--- src/rtl/pc_fetch_ctrl_if.sv ---
// Fetch-stage bus bundle: PC adder loop, instruction memory handshake,
// decode-side buffer, and the redirect/stall/halt controls from later stages.
interface pc_fetch_ctrl_if;
  logic [15:0] pc;
  logic [15:0] pc_plus2;
  logic        imem_req;
  logic        imem_ready;
  logic [15:0] imem_data;
  logic        instr_valid;
  logic [15:0] instr;
  logic [15:0] instr_pc;
  logic        stall;
  logic        redirect_valid;
  logic [15:0] redirect_pc;
  logic        halt_in;
  logic        halted;

  modport master (
    output pc,
    input  pc_plus2,
    output imem_req,
    input  imem_ready,
    input  imem_data,
    output instr_valid,
    output instr,
    output instr_pc,
    input  stall,
    input  redirect_valid,
    input  redirect_pc,
    input  halt_in,
    output halted
  );

  modport slave (
    input  pc,
    output pc_plus2,
    input  imem_req,
    output imem_ready,
    output imem_data,
    input  instr_valid,
    input  instr,
    input  instr_pc,
    output stall,
    output redirect_valid,
    output redirect_pc,
    output halt_in,
    input  halted
  );
endinterface

--- src/rtl/pc_fetch_ctrl.sv ---
// Program counter and instruction-fetch sequencer with a one-entry decode buffer,
// stall back-pressure, redirect flush and halt.
module pc_fetch_ctrl #(
  parameter logic [15:0] RESET_PC = 16'h0000
) (
  input logic            clk,
  input logic            rst,
  pc_fetch_ctrl_if.master bus
);

  typedef enum logic [0:0] {StFetch, StHalted} state_e;

  state_e      state_q, state_d;
  logic [15:0] pc_q, pc_d;
  logic [15:0] instr_q, instr_d;
  logic [15:0] instr_pc_q, instr_pc_d;
  logic        instr_valid_q, instr_valid_d;

  logic full;
  logic req;
  logic accept;
  logic consume;

  // Buffer is occupied and decode is not taking it this cycle.
  assign full    = instr_valid_q & bus.stall;
  assign req     = (state_q == StFetch) & ~full & ~bus.redirect_valid & ~rst;
  assign accept  = req & bus.imem_ready;
  assign consume = instr_valid_q & ~bus.stall;

  always_ff @(posedge clk) begin
    if (rst) begin
      state_q       <= StFetch;
      pc_q          <= RESET_PC;
      instr_q       <= 16'h0000;
      instr_pc_q    <= 16'h0000;
      instr_valid_q <= 1'b0;
    end else begin
      state_q       <= state_d;
      pc_q          <= pc_d;
      instr_q       <= instr_d;
      instr_pc_q    <= instr_pc_d;
      instr_valid_q <= instr_valid_d;
    end
  end

  always_comb begin
    state_d       = state_q;
    pc_d          = pc_q;
    instr_d       = instr_q;
    instr_pc_d    = instr_pc_q;
    instr_valid_d = instr_valid_q;

    unique case (state_q)
      StFetch: begin
        if (bus.redirect_valid) begin
          // The redirecting instruction is older than anything buffered here.
          pc_d          = bus.redirect_pc & 16'hFFFE;
          instr_valid_d = 1'b0;
        end else if (consume && bus.halt_in) begin
          state_d       = StHalted;
          instr_valid_d = 1'b0;
        end else if (accept) begin
          instr_d       = bus.imem_data;
          instr_pc_d    = pc_q;
          instr_valid_d = 1'b1;
          pc_d          = bus.pc_plus2;
        end else if (consume) begin
          instr_valid_d = 1'b0;
        end
      end
      StHalted: begin
        instr_valid_d = 1'b0;
      end
      default: begin
        state_d = StFetch;
      end
    endcase
  end

  assign bus.pc          = pc_q;
  assign bus.imem_req    = req;
  assign bus.instr_valid = instr_valid_q;
  assign bus.instr       = instr_q;
  assign bus.instr_pc    = instr_pc_q;
  assign bus.halted      = (state_q == StHalted);

endmodule
--- src/flat_wrapper.sv ---
// flat-port wrapper written by rule: the top's interface ports become plain ports
module pc_fetch_ctrl_flat 
#(
  parameter logic [15:0] RESET_PC = 16'h0000
)
  (clk, rst, bus_pc, bus_pc_plus2, bus_imem_req, bus_imem_ready, bus_imem_data, bus_instr_valid, bus_instr, bus_instr_pc, bus_stall, bus_redirect_valid, bus_redirect_pc, bus_halt_in, bus_halted);
  pc_fetch_ctrl_if bus_i ();
  input logic clk;
  input logic rst;
  output wire logic [$bits(bus_i.pc)-1:0] bus_pc;
  input wire logic [$bits(bus_i.pc_plus2)-1:0] bus_pc_plus2;
  output wire logic [$bits(bus_i.imem_req)-1:0] bus_imem_req;
  input wire logic [$bits(bus_i.imem_ready)-1:0] bus_imem_ready;
  input wire logic [$bits(bus_i.imem_data)-1:0] bus_imem_data;
  output wire logic [$bits(bus_i.instr_valid)-1:0] bus_instr_valid;
  output wire logic [$bits(bus_i.instr)-1:0] bus_instr;
  output wire logic [$bits(bus_i.instr_pc)-1:0] bus_instr_pc;
  input wire logic [$bits(bus_i.stall)-1:0] bus_stall;
  input wire logic [$bits(bus_i.redirect_valid)-1:0] bus_redirect_valid;
  input wire logic [$bits(bus_i.redirect_pc)-1:0] bus_redirect_pc;
  input wire logic [$bits(bus_i.halt_in)-1:0] bus_halt_in;
  output wire logic [$bits(bus_i.halted)-1:0] bus_halted;
  assign bus_pc = bus_i.pc;
  assign bus_i.pc_plus2 = bus_pc_plus2;
  assign bus_imem_req = bus_i.imem_req;
  assign bus_i.imem_ready = bus_imem_ready;
  assign bus_i.imem_data = bus_imem_data;
  assign bus_instr_valid = bus_i.instr_valid;
  assign bus_instr = bus_i.instr;
  assign bus_instr_pc = bus_i.instr_pc;
  assign bus_i.stall = bus_stall;
  assign bus_i.redirect_valid = bus_redirect_valid;
  assign bus_i.redirect_pc = bus_redirect_pc;
  assign bus_i.halt_in = bus_halt_in;
  assign bus_halted = bus_i.halted;
  pc_fetch_ctrl #(.RESET_PC(RESET_PC)) u_core (.clk(clk), .rst(rst), .bus(bus_i));
endmodule
--- config.mk ---
export PLATFORM = sky130hd
export DESIGN_NAME = pc_fetch_ctrl_flat
export DESIGN_NICKNAME = d
export VERILOG_FILES = /design/src/rtl/pc_fetch_ctrl_if.sv /design/src/rtl/pc_fetch_ctrl.sv /design/src/flat_wrapper.sv
export SDC_FILE = /design/constraint.sdc
export NUM_CORES = 1
export LEC_CHECK = 0
export ABC_AREA = 1
export CAP_MARGIN = 30
export CORE_UTILIZATION = 35
export CTS_CLUSTER_SIZE = 12
export DETAILED_ROUTE_END_ITERATION = 6
export PLACE_DENSITY_LB_ADDON = 0.25
export RECOVER_POWER = 100
export SYNTH_ARGS = -nofsm -noshare
export SYNTH_HDL_FRONTEND = slang
export SYNTH_SLANG_ARGS = --single-unit
--- constraint.sdc ---
create_clock -name clk -period 2.7 [get_ports clk]
set_input_delay 0.27 -clock clk [delete_from_list [all_inputs] [get_ports clk]]
set_output_delay 0.27 -clock clk [all_outputs]
set_load 0.01 [all_outputs]
* Word level (Yosys, flattened, before mapping)
Index checks and enable logic that the tools add are counted.
Widths: inputs -> output; s select.
** Storage, ports and cells
- Register bits after elaboration :: 50
- Input port bits :: 54
- Output and inout port bits :: 51
- Logic and storage cells :: 34
** Cells by class
- Eq/ne operators :: 2
- Muxes and demuxes :: 11
- Bitwise operators :: 12
- Reduce and logical (&&, ||, !) cells :: 4
** Operators with widths (count)
- $mux 16 :: 3
- $mux 1 :: 7
- $and 1x1->1 :: 6
- $not 1->1 :: 6
- $ne 5x3->1 const B :: 1
- $reduce_and 4->1 :: 1
- $reduce_and 3->1 :: 1
- $ne 2x2->1 const B :: 1
- $pmux 1 s2 :: 1
- $reduce_bool 2->1 :: 1
- $logic_and 1x1->1 :: 1

* Depth between registers and ports, before layout
Gate-level depths: netlist (run 1).
- Word-level depth :: 10
- Mapped depth :: 10
- Gate-level depth less buffers :: 8

* Least setup slack after synthesis (run 1)
OpenSTA, ideal clock, no wires.
- Path type :: in2reg
- Start point :: input bus_redirect_valid
- End point :: register u_core.instr_pc_q[12], in the netlist u_core.bus.instr_pc[12]
- Library setup time :: 127 ps
- Arrival time :: 1128 ps
- Data required time :: 2573 ps
- Path slack :: 1446 ps
- Stages on the path :: 9
- Cell sequence :: buf_6 > nor2_4 > nand3_2 > nor2_1 > nand2_1 > buf_6 > buf_2 > nand3_1 > o21ai_0
** Between the ends
- Word-level cells in the longest chain between the ends :: 5
** Ends and longest elaborated chain
- start: declaration :: line flat_wrapper.sv:19 : input wire logic [$bits(bus_i.redirect_valid)-1:0] bus_redirect_valid;
- $not 1->1 (*) :: line pc_fetch_ctrl.sv:26 : assign req = (state_q == StFetch) & ~full & ~bus.redirect_valid & ~rst;
- $and 1x1->1 (2 in series) :: line pc_fetch_ctrl.sv:26
- $and 1x1->1 :: line pc_fetch_ctrl.sv:27 : assign accept = req & bus.imem_ready;
- $reduce_and 4->1 (no source line) (*)
- end signal: assignment :: line pc_fetch_ctrl.sv:41 : instr_pc_q <= instr_pc_d;
- end: declaration :: line pc_fetch_ctrl.sv:16 : logic [15:0] instr_pc_q, instr_pc_d;
Every way passes the cells marked *; elsewhere a longest branch is shown, timed or not.
A chain may end at the register's enable or synchronous reset.

* Worst setup path after layout (run 1)
- Start point :: input bus_redirect_valid
- End point :: output bus_imem_req
** Between the ends
- Word-level cells in the longest chain between the ends :: 3
** Ends and longest elaborated chain
- $not 1->1 :: line pc_fetch_ctrl.sv:26
- $and 1x1->1 (2 in series) :: line pc_fetch_ctrl.sv:26
- end: declaration :: line flat_wrapper.sv:12 : output wire logic [$bits(bus_i.imem_req)-1:0] bus_imem_req;
Every way passes these cells.

==> results.md, run 1 <==
- Hold Violations, Final: 0
- P_int: 0.001146 W
- First-pass GRT wire length: 8466 um
- Worst Path Required: 2430 ps
- Seq pwr share: 52.0%
- Pleak: 1.472 nW
- Total global routing overflow: 0
- Status: finished, final reports clean
- Final core occ: 56.87%
- Vias per cell: 4.486
- Total GRT Usage: 17.48%
- CTS tree: done
- Num rows: 27
- Vias: 2077
- Main synth FF type: dfxtp_1
- Gate power share: 19.4%
- Top sig layer: met4
- Synth Warn #: 0
- Final routed DRC violation total: 0
- Number of I/O port buffers: 103
- Flops & latches, synth: 50
- Setup bufs post-CTS: 0
- Final period util: 84.96%
- CTS Buf Count: 5
- CP endpoint kind: primary output
- Post-Synth Adder-Cell Area: 0%
- RePlAce Congestion: 0.7120
- Area occupied by registers: 0.001001 mm2
- ANT nets after route: 0
- Setup Total Neg Slack: 0 ps
- Quantity of gates resized following cts: 0
- Netlist cell types: 17
- Slowest stage delay, CP: 700 ps
- Post-Route WL: 5346 um
- Met2 Routed Length: 2589 um
- Critical Path Fanout Max: 9
- Ranking of synthesized cells by area: dfxtp_1 48%, nand2_1 18%, nand3_1 7.7%
- CTS max path bufs: 2
- Drt wl/cell: 11.55 um
- Share of layout cells above drive strength 1: 4.092%
- Die width: 79.11 um
- Post-DP HPWL: 3788 um
- CTS H-tree lvls: 2
- Buf/Inv on CP: 3
- Mapped Avg Cell Area: 7.077 um2
- Worst path cell trace: dlygate4sd3_1, nor2_1, nand3_1, inv_1, dlygate4sd3_1
- Leading area contributor after synthesis: dfxtp_1
- Switch Pwr: 0.0003901 W
- 1st-pass router iterations: 4
- Via count of the first global-routing pass: 1878
- Worst hold path type: reg2reg
- Cell Pwr Density: 481.8 mW/mm2
- Setup-failing EPs final: 0
- Die height: 79.11 um
- EDFF count, synth: 0
- Critical path class: in2out
- Clock Power Share: 28.6%
- Initial Utilization: 37.10%
- Fraction of registers with async set/reset: 0%
- Top cells by count, synth: 98 x nand2_1, 50 x dfxtp_1, 33 x nor2_1, 32 x nand3_1, 24 x o21ai_0
- Area taken by multi-input logic gates: 870.8 um2
- VDD IR max: 0.2135 mV
- Fillers: 573
- Mux contribution to synthesized area: 0%
- Xor/xnor share of the synthesized area: 0%
- Ports: 105
- Clock Tree Root: clkbuf_8
- Post-Synth Simple-Gate Area: 34.03%
- Largest net degree at the start of global routing: 48
- Pwr Total: 0.001536 W
- Nets: 444
- Largest family of logic cells by synthesized area: simple AND/OR/NAND/NOR gates
- Compound-cell area share of the yosys netlist: 8.419%
- Post-synthesis cell count: 294
- Top delay family on crit path: buffers and inverters
- CP Launch Type: primary input
- Net Sw Frac: 25.39%
- Diode count: 0
- Tightest Pin Transition: 796.0 ps
- Post-Syn Area: 0.002081 mm2
- Post-synth net total: 348
- Post-Route M1 WL: 2413 um
- Max Clk Rate: 435.9 MHz
- Final Slew Violations: 0
- Initial antenna violation count: 0
- Met3 wire length: 279 um
- Share of the synthesized area in the top cell type: 48.11%
- Most frequent CP cell: dlygate4sd3_1
- Hold buffer count at cts: 0
- Synthesis-to-layout area growth: 53.28%
- Die Area: 0.006258 mm2
- WHS: 478.1 ps
- Max Cap Violations: 0
- Slew HR: 46.93%
- RSZ-0062 raised after global routing: false
- Clock sinks: 50
- Slowest CP cell: dlygate4sd3_1
- Clock skew: 6.016 ps
- Worst endpoint data arrival time: 2020 ps
- Cell with the most instances after synthesis: nand2_1
- Initial DRC count: 62
- Clk_lat worst skew: 300 ps
- Reg clk slew, reported paths: 90 ps
- Core ar.: 0.005608 mm2
- Tmin final: 2294 ps
- Post-synthesis sequential area ratio: 48.11%
-- per-layer routing --
metal	GRT usage, %	vias to the layer above
met5	0	-
met4	5.455	0
met3	4.023	4
met2	30.69	49
met1	20.99	910
li1	-	1114
-- stage by stage --
stage | std cells | setup slack (ps) | area, um2
final | 463 | 406.1 | 3189
after global routing | 463 | 306.5 | 3189
after CTS | 463 | 578.8 | 3209
after detailed placement | 455 | 572.8 | 3118
after global placement | 455 | 608.7 | 3118
after floorplan | 294 | 1446 | 2081
-- final timing paths --
path	from	endpoint	slack, ps	cells past startpoint
max	bus_redirect_valid	bus_imem_req	410	5
min	u_core.bus.instr_pc[3]$_SDFFE_PP0P_	u_core.bus.instr_pc[3]$_SDFFE_PP0P_	480	2
max reg2reg	u_core.bus.halted$_SDFF_PP0_	u_core.bus.pc[6]$_SDFFE_PP0P_	960	8
min reg2reg	u_core.bus.instr_pc[3]$_SDFFE_PP0P_	u_core.bus.instr_pc[3]$_SDFFE_PP0P_	480	2
-- worst register-to-register path: cells and delay by family, from the launching register on --
| kind | cells | cell delay (ps) |
|---|---|---|
| buffers and inverters | 1 | 470 |
| AND/OR/NAND/NOR | 7 | 860 |
| flip-flops | 1 | 350 |
-- power by group through the flow --
stage               logic (W)  registers, W  clock network, W
floorplan            0.000121      0.000838                 0
global placement     0.000316      0.000817                 0
detailed placement   0.000321      0.000818                 0
CTS                  0.000322      0.000801          0.000455
global route         0.000333      0.000804          0.000480
finish               0.000298      0.000799          0.000439
-- layout make-up --
cell class                      count  area share (%)
Sequential cell                    50           31.38
Multi-Input combinational cell    204           27.30
Timing Repair Buffer              107           33.03
Clock inverter                      1          0.1569
Tap cell                           72           2.825
Clock buffer                        7           2.707
Inverter                           22           2.589
-- kinds of logic after synthesis --
group                  Yosys count
AND/OR/NAND/NOR                169
flip-flops                      50
buffers and inverters           40
AO/OA/AOI/OAI                   35
-- placed cells by master, fill, tap and decap left out, drive strengths merged --
| cell | synthesis | layout |
|---|---|---|
| a21oi | 3 | 3 |
| dfxtp | 50 | 50 |
| clkinv | 0 | 1 |
| nand2 | 98 | 98 |
| nand4 | 1 | 1 |
| nand3 | 33 | 33 |
| clkdlybuf4s50 | 0 | 50 |
| buf | 13 | 1 |
| dlygate4sd3 | 0 | 53 |
| inv | 22 | 22 |
| nor2 | 37 | 37 |
| clkbuf | 5 | 10 |
| o21ai | 32 | 32 |
-- sequential cells by signal (all words and copies together), names as in the netlist --
signal                  flops
u_core.bus.instr           16
u_core.bus.pc              16
u_core.bus.instr_pc        16
u_core.bus.instr_valid      1
u_core.bus.halted           1
Power figures use the tool's default switching activity.
==> inputs of run 2 (changes only) <==
==> constraint.sdc (replaced) <==
create_clock -name clk -period 1.9 [get_ports clk]
set_input_delay 0.19 -clock clk [delete_from_list [all_inputs] [get_ports clk]]
set_output_delay 0.19 -clock clk [all_outputs]
set_load 0.01 [all_outputs]
==> run 2 against run 1 <==
Via count about the same. Critical path depth unchanged. First-iteration DRC count up 58%. Register-to-register slack worse by 430 ps. Total power up 42%. Global-route usage up 0.42 points. Non-clock buffer count up 2. Design area up 0.94%. Worst setup slack worse by 250 ps. Clock power up 41%. Final cell count up 0.43%. Clock skew up 3.0 ps. Critical endpoint unchanged.
==> results.md, run 2 (synthesis results as in run 1) <==
- Final core occ: 57.41%
- Largest net degree at the start of global routing: 48
- Clk_lat worst skew: 290 ps
- Critical Path Fanout Max: 4
- Final Slew Violations: 0
- Die Area: 0.006258 mm2
- Quantity of gates resized following cts: 0
- Switch Pwr: 0.0005476 W
- Worst Path Required: 1710 ps
- Ports: 105
- Nets: 446
- Reg clk slew, reported paths: 90 ps
- CTS tree: done
- Synthesis-to-layout area growth: 54.72%
- Total global routing overflow: 0
- Slew HR: 44.04%
- Final Non-Filler Cells: 465
- CTS max path bufs: 2
- Hold buffer count at cts: 0
- Die width: 79.11 um
- VDD IR max: 0.3829 mV
- RePlAce Congestion: 0.6976
- CP endpoint kind: primary output
- Initial antenna violation count: 0
- Total GRT Usage: 17.90%
- Tightest Pin Transition: 839.4 ps
- Initial Utilization: 37.10%
- Vias: 2078
- Status: finished, final reports clean
- Share of layout cells above drive strength 1: 4.835%
- Final routed DRC violation total: 0
- Post-Route WL: 5261 um
- Critical path class: in2out
- Post-DP HPWL: 3707 um
- Tmin final: 1744 ps
- RSZ-0062 raised after global routing: false
- Core ar.: 0.005608 mm2
- Commonest non-fill, non-tap cell in the layout: nand2_1
- Max Cap Violations: 0
- Dpl cells: 457
- CP Launch Type: primary input
- Setup Total Neg Slack: 0 ps
- Cell Pwr Density: 677.6 mW/mm2
- Via count of the first global-routing pass: 1939
- CTS H-tree lvls: 2
- Net Sw Frac: 25.10%
- Setup-failing EPs final: 0
- Die height: 79.11 um
- Commonest non-fill, non-tap cells in the layout: 98 x nand2_1, 52 x clkdlybuf4s50_1, 51 x dlygate4sd3_1
- Max Clk Rate: 573.4 MHz
- Pleak: 1.487 nW
- Seq pwr share: 52.1%
- ANT nets after route: 0
- Gate power share: 19.5%
- Number of I/O port buffers: 103
- Initial DRC count: 98
- P_int: 0.001634 W
- Drt wl/cell: 11.31 um
- Clock skew: 9.022 ps
- Num rows: 27
- Clock sinks: 50
- Worst endpoint data arrival time: 1550 ps
- Clock Tree Root: clkbuf_8
- CTS Buf Count: 5
- Worst hold path type: in2reg
- Final period util: 91.78%
- Fillers: 549
- 1st-pass router iterations: 4
- Clock Power Share: 28.4%
- Diode count: 0
- Vias per cell: 4.469
- First-pass GRT wire length: 8776 um
- Hold Violations, Final: 0
- Setup bufs post-CTS: 0
==> run 2: changes by cell type in the layout (fill, tap and decap cells not counted), moves of 2 or more <==
cell	delta
buf_4	+3
clkbuf_2	-2
clkdlybuf4s50_1	+2
dlygate4sd3_1	-2
==> run 2: metrics by stage <==
stage                     hold WS (ps)  total power (W)  area, um2  setup WS [ps]
after floorplan                  259.1         0.001362       2081          664.1
after global placement           463.3         0.001614       3133          140.9
after detailed placement         470.0         0.001620       3133          148.1
after CTS                        451.3         0.002247       3224          222.9
after global routing             461.4         0.002310       3219          85.92
final                            464.9         0.002181       3219          156.1
==> run 2: layout make-up <==
cell class	instances	area, um2	area share (%)
multi-input combinational	204	883.3	27.44
clock buffer	7	86.33	2.682
clock inverter	1	5.005	0.1555
tap	72	90.09	2.798
timing repair buffer	109	1071	33.27
sequential	50	1001	31.09
inverter	22	82.58	2.565
==> run 2: path summary, 6_finish.rpt <==
| path | from | depth (start not counted) | slack (ps) | endpoint |
|---|---|---|---|---|
| setup reg to reg | u_core.bus.halted$_SDFF_PP0_ | 8 | 530 | u_core.bus.pc[4]$_SDFFE_PP0P_ |
| hold / removal | bus_imem_data[5] | 3 | 460 | u_core.bus.instr[5]$_SDFFE_PP0P_ |
| setup / recovery | rst | 5 | 160 | bus_imem_req |
| hold reg to reg | u_core.bus.instr[15]$_SDFFE_PP0P_ | 2 | 480 | u_core.bus.instr[15]$_SDFFE_PP0P_ |
==> run 2: power by group through the flow <==
stage | sequential [W] | combinational [W] | clock, W
floorplan | 0.00119 | 0.000171 | 0
global placement | 0.00116 | 0.000453 | 0
detailed placement | 0.00116 | 0.000457 | 0
CTS | 0.00114 | 0.000459 | 0.000649
global route | 0.00114 | 0.000478 | 0.000688
finish | 0.00114 | 0.000426 | 0.000619
==> run 2: metal layers <==
metal / wire, um / share of wire [%] / vias up / global-route usage (%)
met1: 2329 / 44 / 917 / 20.84
li1: - / - / 1115 / -
met3: 221 / 4.2 / 2 / 2.759
met2: 2669 / 51 / 44 / 33.02
met4: 41 / 0.78 / 0 / 6.000
met5: 0 / 0 / - / 0
==> run 2: worst max-delay path, cell delays in order <==
cell and delay (ps):
clkdlybuf4s50_1 540, inv_1 100, nand3_2 80, inv_1 40, dlygate4sd3_1 600
